===== config.mk =====
export PLATFORM = sky130hd
export DESIGN_NAME = br_tag_manager_flat
export DESIGN_NICKNAME = d
export VERILOG_FILES = /design/src/rtl/br_tag_manager_if.sv /design/src/rtl/br_tag_manager.sv /design/src/flat_wrapper.sv
export SDC_FILE = /design/constraint.sdc
export NUM_CORES = 1
export LEC_CHECK = 0
export CAP_MARGIN = 30
export CORE_MARGIN = 2
export CORE_UTILIZATION = 58
export DETAILED_ROUTE_END_ITERATION = 8
export GPL_TIMING_DRIVEN = 0
export PLACE_DENSITY = 0.88
export SYNTH_ARGS = -nofsm -noshare
export SYNTH_HDL_FRONTEND = slang
export SYNTH_SLANG_ARGS = --single-unit

===== constraint.sdc =====
create_clock -name clock -period 11.6 [get_ports clock]
set_input_delay 2.32 -clock clock [delete_from_list [all_inputs] [get_ports clock]]
set_output_delay 2.32 -clock clock [all_outputs]
set_load 0.05 [all_outputs]

===== src/rtl/br_tag_manager_if.sv =====
// Branch tag manager bus: dispatch allocation, branch-unit resolution and the
// b1/b2 branch-update outputs that br_mask holders consume.
//   master : dispatch / branch-unit side (drives flush, alloc_valid, resolve_*)
//   slave  : br_tag_manager (drives alloc_*, b1_*, b2_*, br_count, outstanding)
// Optional macro BR_TAG_ERR_CHECK_EN adds err / err_count to the slave side.
interface br_tag_manager_if #(
  parameter int unsigned MAX_BR_COUNT = 16,
  parameter int unsigned TAG_W        = $clog2(MAX_BR_COUNT)
);
  logic                    flush;
  logic                    alloc_valid;
  logic                    alloc_ready;
  logic [TAG_W-1:0]        alloc_tag;
  logic [MAX_BR_COUNT-1:0] alloc_br_mask;
  logic                    resolve_valid;
  logic [TAG_W-1:0]        resolve_tag;
  logic                    resolve_mispredict;
  logic [MAX_BR_COUNT-1:0] b1_resolve_mask;
  logic [MAX_BR_COUNT-1:0] b1_mispredict_mask;
  logic                    b2_valid;
  logic [TAG_W-1:0]        b2_tag;
  logic [TAG_W:0]          br_count;
  logic [MAX_BR_COUNT-1:0] outstanding;
`ifdef BR_TAG_ERR_CHECK_EN
  logic                    err;
  logic [7:0]              err_count;

  modport master (
    output flush, alloc_valid, resolve_valid, resolve_tag, resolve_mispredict,
    input  alloc_ready, alloc_tag, alloc_br_mask, b1_resolve_mask,
           b1_mispredict_mask, b2_valid, b2_tag, br_count, outstanding,
           err, err_count
  );
  modport slave (
    input  flush, alloc_valid, resolve_valid, resolve_tag, resolve_mispredict,
    output alloc_ready, alloc_tag, alloc_br_mask, b1_resolve_mask,
           b1_mispredict_mask, b2_valid, b2_tag, br_count, outstanding,
           err, err_count
  );
`else
  modport master (
    output flush, alloc_valid, resolve_valid, resolve_tag, resolve_mispredict,
    input  alloc_ready, alloc_tag, alloc_br_mask, b1_resolve_mask,
           b1_mispredict_mask, b2_valid, b2_tag, br_count, outstanding
  );
  modport slave (
    input  flush, alloc_valid, resolve_valid, resolve_tag, resolve_mispredict,
    output alloc_ready, alloc_tag, alloc_br_mask, b1_resolve_mask,
           b1_mispredict_mask, b2_valid, b2_tag, br_count, outstanding
  );
`endif
endinterface


===== src/rtl/br_tag_manager.sv =====
// Branch tag manager: allocates branch tags at dispatch, hands out each new
// uop's br_mask, tracks outstanding branches and their age dependencies, and
// turns branch-unit resolutions into b1 (resolve/mispredict masks) and b2
// (mispredict redirect tag) updates.
// Ports: clock, reset (async, active-high), io (br_tag_manager_if.slave).
// Optional macro BR_TAG_ERR_CHECK_EN: sticky io.err and saturating
// io.err_count for resolves of tags that are not outstanding.
// Timing: resolve -> b1 one cycle later; outstanding/dep are updated from the
// registered b1 masks, so a freed tag is allocatable the cycle after b1, and
// b2 pulses in that same cycle.
module br_tag_manager #(
  parameter int unsigned MAX_BR_COUNT = 16
) (
  input  logic           clock,
  input  logic           reset,
  br_tag_manager_if.slave io
);
  localparam int unsigned N     = MAX_BR_COUNT;
  localparam int unsigned TAG_W = $clog2(MAX_BR_COUNT);
  localparam int unsigned CNT_W = TAG_W + 1;

  logic [N-1:0]     outstanding_q, outstanding_d;
  logic [N-1:0]     dep_q [N];
  logic [N-1:0]     dep_d [N];
  logic [N-1:0]     b1_res_q, b1_res_d;
  logic [N-1:0]     b1_mis_q, b1_mis_d;
  logic [TAG_W-1:0] b1_tag_q, b1_tag_d;
  logic             b2_valid_q, b2_valid_d;
  logic [TAG_W-1:0] b2_tag_q, b2_tag_d;
  logic [CNT_W-1:0] br_count_q, br_count_d;

  logic             mispredict_pending;
  logic             alloc_ready;
  logic             grant;
  logic             resolve_legal;
  logic [TAG_W-1:0] free_tag;
  logic [N-1:0]     alloc_br_mask;
  logic [N-1:0]     resolve_oh;
  logic [N-1:0]     grant_oh;
  logic [N-1:0]     kill;
  logic [N-1:0]     release_mask;

  assign mispredict_pending = |b1_mis_q;
  // Stall while a mispredict is on the input or still in b1 so no new uop
  // picks up a mask containing tags about to be squashed.
  assign alloc_ready = !(&outstanding_q) && !io.flush
                    && !(io.resolve_valid && io.resolve_mispredict)
                    && !mispredict_pending;
  assign grant         = io.alloc_valid && alloc_ready;
  assign alloc_br_mask = outstanding_q & ~b1_res_q;

  assign resolve_legal = io.resolve_valid
                      && ({1'b0, io.resolve_tag} < CNT_W'(N))
                      && outstanding_q[io.resolve_tag];
  assign resolve_oh = resolve_legal ? (N'(1) << io.resolve_tag) : '0;
  assign grant_oh   = grant ? (N'(1) << free_tag) : '0;

  // Lowest-index free tag.
  always_comb begin
    free_tag = '0;
    for (int i = int'(N) - 1; i >= 0; i--) begin
      if (!outstanding_q[i]) free_tag = TAG_W'(i);
    end
  end

  // Mispredicted tag plus every branch allocated after it.
  always_comb begin
    kill = b1_mis_q;
    for (int t = 0; t < int'(N); t++) begin
      if (|(dep_q[t] & b1_mis_q)) kill[t] = 1'b1;
    end
  end

  assign release_mask = b1_res_q | kill;

  // Next-state: apply b1 frees, then the new grant; flush wipes everything.
  always_comb begin
    outstanding_d = (outstanding_q & ~release_mask) | grant_oh;
    for (int t = 0; t < int'(N); t++) begin
      dep_d[t] = release_mask[t] ? '0 : (dep_q[t] & ~b1_res_q);
      if (grant_oh[t]) dep_d[t] = alloc_br_mask;
    end
    b1_res_d   = resolve_oh;
    b1_mis_d   = io.resolve_mispredict ? resolve_oh : '0;
    b1_tag_d   = io.resolve_tag;
    b2_valid_d = mispredict_pending;
    b2_tag_d   = mispredict_pending ? b1_tag_q : b2_tag_q;
    if (io.flush) begin
      outstanding_d = '0;
      for (int t = 0; t < int'(N); t++) dep_d[t] = '0;
      b1_res_d   = '0;
      b1_mis_d   = '0;
      b2_valid_d = 1'b0;
    end
  end

  // Live-tag population count, registered alongside outstanding.
  always_comb begin
    br_count_d = '0;
    for (int t = 0; t < int'(N); t++) br_count_d = br_count_d + CNT_W'(outstanding_d[t]);
  end

  always_ff @(posedge clock or posedge reset) begin
    if (reset) begin
      outstanding_q <= '0;
      for (int t = 0; t < int'(N); t++) dep_q[t] <= '0;
      b1_res_q      <= '0;
      b1_mis_q      <= '0;
      b1_tag_q      <= '0;
      b2_valid_q    <= 1'b0;
      b2_tag_q      <= '0;
      br_count_q    <= '0;
    end else begin
      outstanding_q <= outstanding_d;
      dep_q         <= dep_d;
      b1_res_q      <= b1_res_d;
      b1_mis_q      <= b1_mis_d;
      b1_tag_q      <= b1_tag_d;
      b2_valid_q    <= b2_valid_d;
      b2_tag_q      <= b2_tag_d;
      br_count_q    <= br_count_d;
    end
  end

  assign io.alloc_ready        = alloc_ready;
  assign io.alloc_tag          = free_tag;
  assign io.alloc_br_mask      = alloc_br_mask;
  assign io.b1_resolve_mask    = b1_res_q;
  assign io.b1_mispredict_mask = b1_mis_q;
  assign io.b2_valid           = b2_valid_q;
  assign io.b2_tag             = b2_tag_q;
  assign io.br_count           = br_count_q;
  assign io.outstanding        = outstanding_q;

`ifdef BR_TAG_ERR_CHECK_EN
  logic       illegal_resolve;
  logic       err_q;
  logic [7:0] err_count_q;

  assign illegal_resolve = io.resolve_valid && !resolve_legal;

  // Sticky error flag and saturating count; only reset clears them.
  always_ff @(posedge clock or posedge reset) begin
    if (reset) begin
      err_q       <= 1'b0;
      err_count_q <= '0;
    end else if (illegal_resolve) begin
      err_q <= 1'b1;
      if (err_count_q != 8'hFF) err_count_q <= err_count_q + 8'd1;
    end
  end

  assign io.err       = err_q;
  assign io.err_count = err_count_q;
`endif
endmodule


===== src/flat_wrapper.sv =====
// flat-port wrapper written by rule: the top's interface ports become plain ports
module br_tag_manager_flat 
#(
  parameter int unsigned MAX_BR_COUNT = 16
)
  (clock, reset, io_flush, io_alloc_valid, io_resolve_valid, io_resolve_tag, io_resolve_mispredict, io_alloc_ready, io_alloc_tag, io_alloc_br_mask, io_b1_resolve_mask, io_b1_mispredict_mask, io_b2_valid, io_b2_tag, io_br_count, io_outstanding);
  br_tag_manager_if #(.MAX_BR_COUNT(MAX_BR_COUNT)) io_i ();
  input  logic clock;
  input  logic reset;
  input wire logic [$bits(io_i.flush)-1:0] io_flush;
  input wire logic [$bits(io_i.alloc_valid)-1:0] io_alloc_valid;
  input wire logic [$bits(io_i.resolve_valid)-1:0] io_resolve_valid;
  input wire logic [$bits(io_i.resolve_tag)-1:0] io_resolve_tag;
  input wire logic [$bits(io_i.resolve_mispredict)-1:0] io_resolve_mispredict;
  output wire logic [$bits(io_i.alloc_ready)-1:0] io_alloc_ready;
  output wire logic [$bits(io_i.alloc_tag)-1:0] io_alloc_tag;
  output wire logic [$bits(io_i.alloc_br_mask)-1:0] io_alloc_br_mask;
  output wire logic [$bits(io_i.b1_resolve_mask)-1:0] io_b1_resolve_mask;
  output wire logic [$bits(io_i.b1_mispredict_mask)-1:0] io_b1_mispredict_mask;
  output wire logic [$bits(io_i.b2_valid)-1:0] io_b2_valid;
  output wire logic [$bits(io_i.b2_tag)-1:0] io_b2_tag;
  output wire logic [$bits(io_i.br_count)-1:0] io_br_count;
  output wire logic [$bits(io_i.outstanding)-1:0] io_outstanding;
  assign io_i.flush = io_flush;
  assign io_i.alloc_valid = io_alloc_valid;
  assign io_i.resolve_valid = io_resolve_valid;
  assign io_i.resolve_tag = io_resolve_tag;
  assign io_i.resolve_mispredict = io_resolve_mispredict;
  assign io_alloc_ready = io_i.alloc_ready;
  assign io_alloc_tag = io_i.alloc_tag;
  assign io_alloc_br_mask = io_i.alloc_br_mask;
  assign io_b1_resolve_mask = io_i.b1_resolve_mask;
  assign io_b1_mispredict_mask = io_i.b1_mispredict_mask;
  assign io_b2_valid = io_i.b2_valid;
  assign io_b2_tag = io_i.b2_tag;
  assign io_br_count = io_i.br_count;
  assign io_outstanding = io_i.outstanding;
  br_tag_manager #(.MAX_BR_COUNT(MAX_BR_COUNT)) u_core (.clock(clock), .reset(reset), .io(io_i));
endmodule

## After elaboration in Yosys (flattened, before gate mapping)

Cells that the tools add are included.

- Flip-flop bits (word level): 318
- Output and inout port bits: 79

- Add/subtract/negate cells: 15
- Order comparisons: 1
- Shift-type cells: 2
- Muxes and demuxes: 74
- Bitwise operators: 38
- Reductions and logical operators: 28

Operators with widths:

| cell | count |
|---|---|
| 16-bit 2-to-1 mux | 38 |
| 16-bit bitwise AND | 34 |
| 16-bit OR reduction | 17 |
| 256-bit 2-to-1 mux | 1 |
| 5-bit by 1-bit adder with 5-bit output | 14 |
| 4-bit 2-to-1 mux | 16 |
| 16-bit inverter | 2 |
| 16-bit bitwise OR | 2 |
| 1-bit by 4-bit << shifter with 16-bit output (first input constant) | 2 |
| 1-bit 2-to-1 mux | 18 |
| 16-bit AND reduction | 1 |
| 1-bit logical AND | 6 |
| 4-bit by 5-bit less-than comparator with 1-bit output (second input constant) | 1 |
| 1-bit binary-select mux with 4-bit select | 1 |
| 1-bit zero test | 4 |
| 1-bit by 1-bit adder with 2-bit output | 1 |

## Logic depth before layout (Yosys ltp)

- Word-level depth: 35
- Depth in mapped cells: 22

## Least setup slack after synthesis

OpenSTA, ideal clock, no wires.

- Kind: input-to-reg
- From: in io_resolve_mispredict
- To: reg u_core.br_count_q[4], in the netlist u_core.io.br_count[4]
- Setup time: 0.064 ns
- Data arrival time: 6.594 ns
- Required time: 11.536 ns
- Path slack: 4.942 ns
- Stages on the path: 20
- Buffers on the path: 2
- Cell sequence: a21oi_2 > and2_1 > clkbuf_1 > nand2_1 > nor3_4 > buf_4 > a21oi_1 > nor2_1 > ha_1 > inv_1 > fa_1 > fa_1 > fa_1 > inv_1 > fa_1 > fa_1 > inv_1 > fa_1 > nor2b_1 > o21a_1

- Word-level cells in the longest chain between the ends: 23

RTL lines:

| what | RTL line | source |
|---|---|---|
| start: declaration | flat_wrapper.sv:14 | `input wire logic [$bits(io_i.resolve_mispredict)-1:0] io_resolve_mispredict;` |
| 1-bit logical AND | br_tag_manager.sv:47 | `&& !(io.resolve_valid && io.resolve_mispredict)` |
| 1-bit zero test | br_tag_manager.sv:47 |  |
| 1-bit logical AND | br_tag_manager.sv:47 |  |
| 1-bit logical AND | br_tag_manager.sv:48 | `&& !mispredict_pending;` |
| 1-bit logical AND | br_tag_manager.sv:49 | `assign grant = io.alloc_valid && alloc_ready;` |
| 16-bit 2-to-1 mux | br_tag_manager.sv:56 | `assign grant_oh = grant ? (N'(1) << free_tag) : '0;` |
| 16-bit bitwise OR | br_tag_manager.sv:78 | `outstanding_d = (outstanding_q & ~release_mask) \| grant_oh;` |
| 16-bit 2-to-1 mux | br_tag_manager.sv:88 | `if (io.flush) begin` |
| via u_core.outstanding_d[1] | br_tag_manager.sv:22 | `logic [N-1:0] outstanding_q, outstanding_d;` |
| 1-bit by 1-bit adder with 2-bit output | br_tag_manager.sv:100 | `for (int t = 0; t < int'(N); t++) br_count_d = br_count_d + CNT_W'(outstanding_d[t]);` |
| 5-bit by 1-bit adder with 5-bit output (14 in series) | br_tag_manager.sv:100 |  |
| via u_core.br_count_d[4] | br_tag_manager.sv:30 | `logic [CNT_W-1:0] br_count_q, br_count_d;` |
| end signal: assignment | br_tag_manager.sv:121 | `br_count_q <= br_count_d;` |
| end: declaration | br_tag_manager.sv:30 |  |

The timed path passes the listed nets, and every way through them passes these cells.
A chain may end at the register's enable or synchronous reset.

## Worst setup path after layout

Same ends and word-level chain as after synthesis.

==> results.md <==
- First-pass GRT wire length: 90100 um
- Hold wc startpoint: u_core.b1_tag_q[1]$_DFF_PP0_
- Final Max Tran Viols: 0
- Top cell type's share of synthesized area: 0.519
- Final Skew: 0.0184 ns
- Die width: 163 um
- Clock slew at reported path FFs: 0.06 ns
- CTS sink count: 302
- Setup Buffers After CTS: 0
- Unrepaired setup endpoints after global routing: no
- Min Tclk post-route: 7.96 ns
- Placed cell area: 16000 sq um
- Number of global-route vias before repair: 14.1k
- CTS Hold Bufs: 0
- Final hold violation count: 0
- CTS buffer count: 34
- Endpoints failing setup: 0
- Pwr/cell area: 134 nW/um^2
- Async SR Flop Fraction: 1.00
- Worst slew margin: 0.186
- Final setup margin: 3.64 ns
- WS Path Type: in2reg
- FF+latch count, synth: 302
- Critical path origin: io_resolve_mispredict
- Final ANT Viol Nets: 0
- Switching power total: 550 uW
- Top post-synthesis cells by count: dfrtp_1 (302), a21oi_1 (227), nand2_1 (181)
- Die height: 163 um
- Die ar.: 26400 sq um
- Fin area: 17300 sq um
- Sum Neg Setup Slack: 0 ns
- Share of cells above drive strength 1: 0.124
- Synthesized instance count: 1502
- Pleak: 7.21 nW
- Overall routing resource usage: 0.473
- Final GP Congestion: 1.08
- Vias: 14.7k
- Max Clk Rate: 126 MHz
- Clk buf depth: 3
- CTS-repair resized insts: 0
- HP Class: reg2reg
- Syn nets: 1527
- Nets: 1665
- Dominant synthesized flop cell: dfrtp_1
- DR iter-0 viols: 2912
- H-Tree Depth: 2
- Worst EP required: 12.06 ns
- Worst setup EP type: flop
- Initial Util: 0.586
- Drt wl/cell: 31.3 um
- Core region area: 24900 sq um
- Largest net degree at the start of global routing: 123
- WP data arrival: 8.42 ns
- Maxcap violations: 0
- Synthesis-to-layout area growth: 18.4%
- Top post-synthesis cells by area: dfrtp_1 (52%), a21oi_1 (7.8%), nand3_1 (5.1%), nand2_1 (4.7%), a22oi_1 (4.1%)
- Number of antenna violations at the first check in global routing: 5
- Worst skew pair latency: 0.53 ns
- GRT overflow: 0
- Dpl ws: 3.41 ns
- Via density: 7.36
- Clock share of power: 0.485
- Internal power: 1.75 mW
- Max VDD drop: 113 uV
- Detailed Place HPWL: 40000 um
- YS warnings: 0
- Number of flops mapped to enable cells by yosys: 0
- Worst Path Max Fanout: 10
- Register area share after synthesis: 0.519
- Post-Syn Area: 14600 sq um
- R2R setup slack: 4.95 ns
- Row count: 58
- Remaining DRCs: 0
- Nature of the critical path startpoint: input port
- Mean Syn Cell Area: 9.70 sq um
- TritonRoute pass-1 iters: 8
- Most numerous cell in the Yosys netlist: dfrtp_1
- Yosys cell types: 71
- Logic pwr share: 0.055
- CTS Root Cell: clkbuf_16
- Status: completed
- TritonCTS clock tree: yes
- Worst-Margin Slew: 1.22 ns
- Final Cycle Share: 0.686
- FF-to-FF Start: u_core.io.b1_mispredict_mask[13]$_DFF_PP0_
- Flop pwr share: 0.459
- IO buf count: 88
- Sw Share: 0.239
- Dominant cell type by area after synthesis: dfrtp_1
- Final WL: 62600 um
- Io pins: 89
-- final cells by class --
type / instances / area (sq um)
clock inverter: 6 / 85.1
antenna: 2 / 5.00
fill: 1857 / 7640
inverter: 22 / 90.1
tap: 330 / 413
multi-input combinational: 1025 / 6160
timing repair buffer: 102 / 1110
sequential: 302 / 7560
buffer: 153 / 778
clock buffer: 54 / 1060
-- cells by family after synthesis --
family | synth area share
XOR/XNOR | 0.00120
AND/OR/NAND/NOR | 0.182
AO/OA/AOI/OAI | 0.210
flip-flops | 0.519
multiplexers | 0.0110
adder cells (fa/ha/maj) | 0.0180
buffers and inverters | 0.0591
-- sequential cells by signal, indices dropped and copies added (netlist names) --
| register | flops |
|---|---|
| u_core.io.b2_valid | 1 |
| u_core.dep_q | 240 |
| u_core.io.b1_resolve_mask | 16 |
| u_core.io.br_count | 5 |
| u_core.io.outstanding | 16 |
| u_core.io.b1_mispredict_mask | 16 |
| u_core.b1_tag_q | 4 |
| u_core.io.b2_tag | 4 |
-- through the flow --
stage | instances | hold WS [ns] | util | total power, mW
6_report | 1996 | 0.470 | 0.693 | 2.30
5_1_grt | 1994 | 0.486 | 0.693 | 2.33
4_1_cts | 1984 | 0.460 | 0.687 | 2.28
3_5_place_dp | 1924 | 0.443 | 0.641 | 1.19
3_3_place_gp | 1920 | 0.431 | 0.637 | 1.19
2_1_floorplan | 1502 | 0.421 | - | 1.14
-- placed cells by master, fill, tap and decap left out, types with 11 or more instances in the layout --
master,instances
a22o_1,16
o21ai_0,13
buf_4,14
nand4_1,42
or2_2,15
a211oi_1,16
buf_2,55
nor2b_1,15
clkbuf_16,37
a22oi_1,79
buf_6,13
nand3_1,149
o2111ai_1,11
a21oi_1,227
clkbuf_1,76
o211ai_1,49
nor2_1,82
a221oi_1,16
inv_1,19
nand2_1,181
dfrtp_1,302
clkdlybuf4s50_1,88
o21ai_1,11
-- critical path, stage by stage --
cell,delay (ns)
clkdlybuf4s50_1,0.48
a21oi_2,0.31
and2_1,0.17
clkbuf_1,0.32
nand2_1,0.29
nor3_4,0.33
buf_4,0.24
a21oi_1,0.09
nor2_1,0.19
ha_1,0.26
inv_1,0.07
fa_1,0.51
fa_1,0.48
fa_1,0.52
inv_1,0.12
fa_1,0.52
fa_1,0.34
inv_1,0.11
fa_1,0.46
nor2b_1,0.14
o21a_1,0.13
-- metal layers --
metal / share of wire / vias up / wire length, um / GRT usage
met3: 0.19 / 440 / 11700 / 0.248
met4: 0.086 / 2 / 5380 / 0.334
met2: 0.40 / 1558 / 24800 / 0.628
met1: 0.33 / 6974 / 20700 / 0.591
li1: - / 5716 / - / -
met5: 0.00014 / - / 9 / 0
-- path summary, 6_finish.rpt --
path	cells past startpoint	endpoint
setup / recovery	21	u_core.io.br_count[4]$_DFF_PP0_
hold / removal	2	u_core.io.b2_tag[1]$_DFFE_PP0P_
setup reg to reg	20	u_core.io.br_count[4]$_DFF_PP0_
hold reg to reg	2	u_core.io.b2_tag[1]$_DFFE_PP0P_
max in group asynchronous	4	u_core.dep_q[171]$_DFF_PP0_
min in group asynchronous	2	u_core.dep_q[19]$_DFF_PP0_
-- power groups by stage --
stage	registers, mW	logic, mW	clock network [mW]
finish	1.06	0.127	1.12
global route	1.06	0.129	1.15
CTS	1.06	0.117	1.10
detailed placement	1.08	0.116	0
global placement	1.08	0.111	0
floorplan	1.08	0.0566	0
Power figures use the tool's default switching activity.
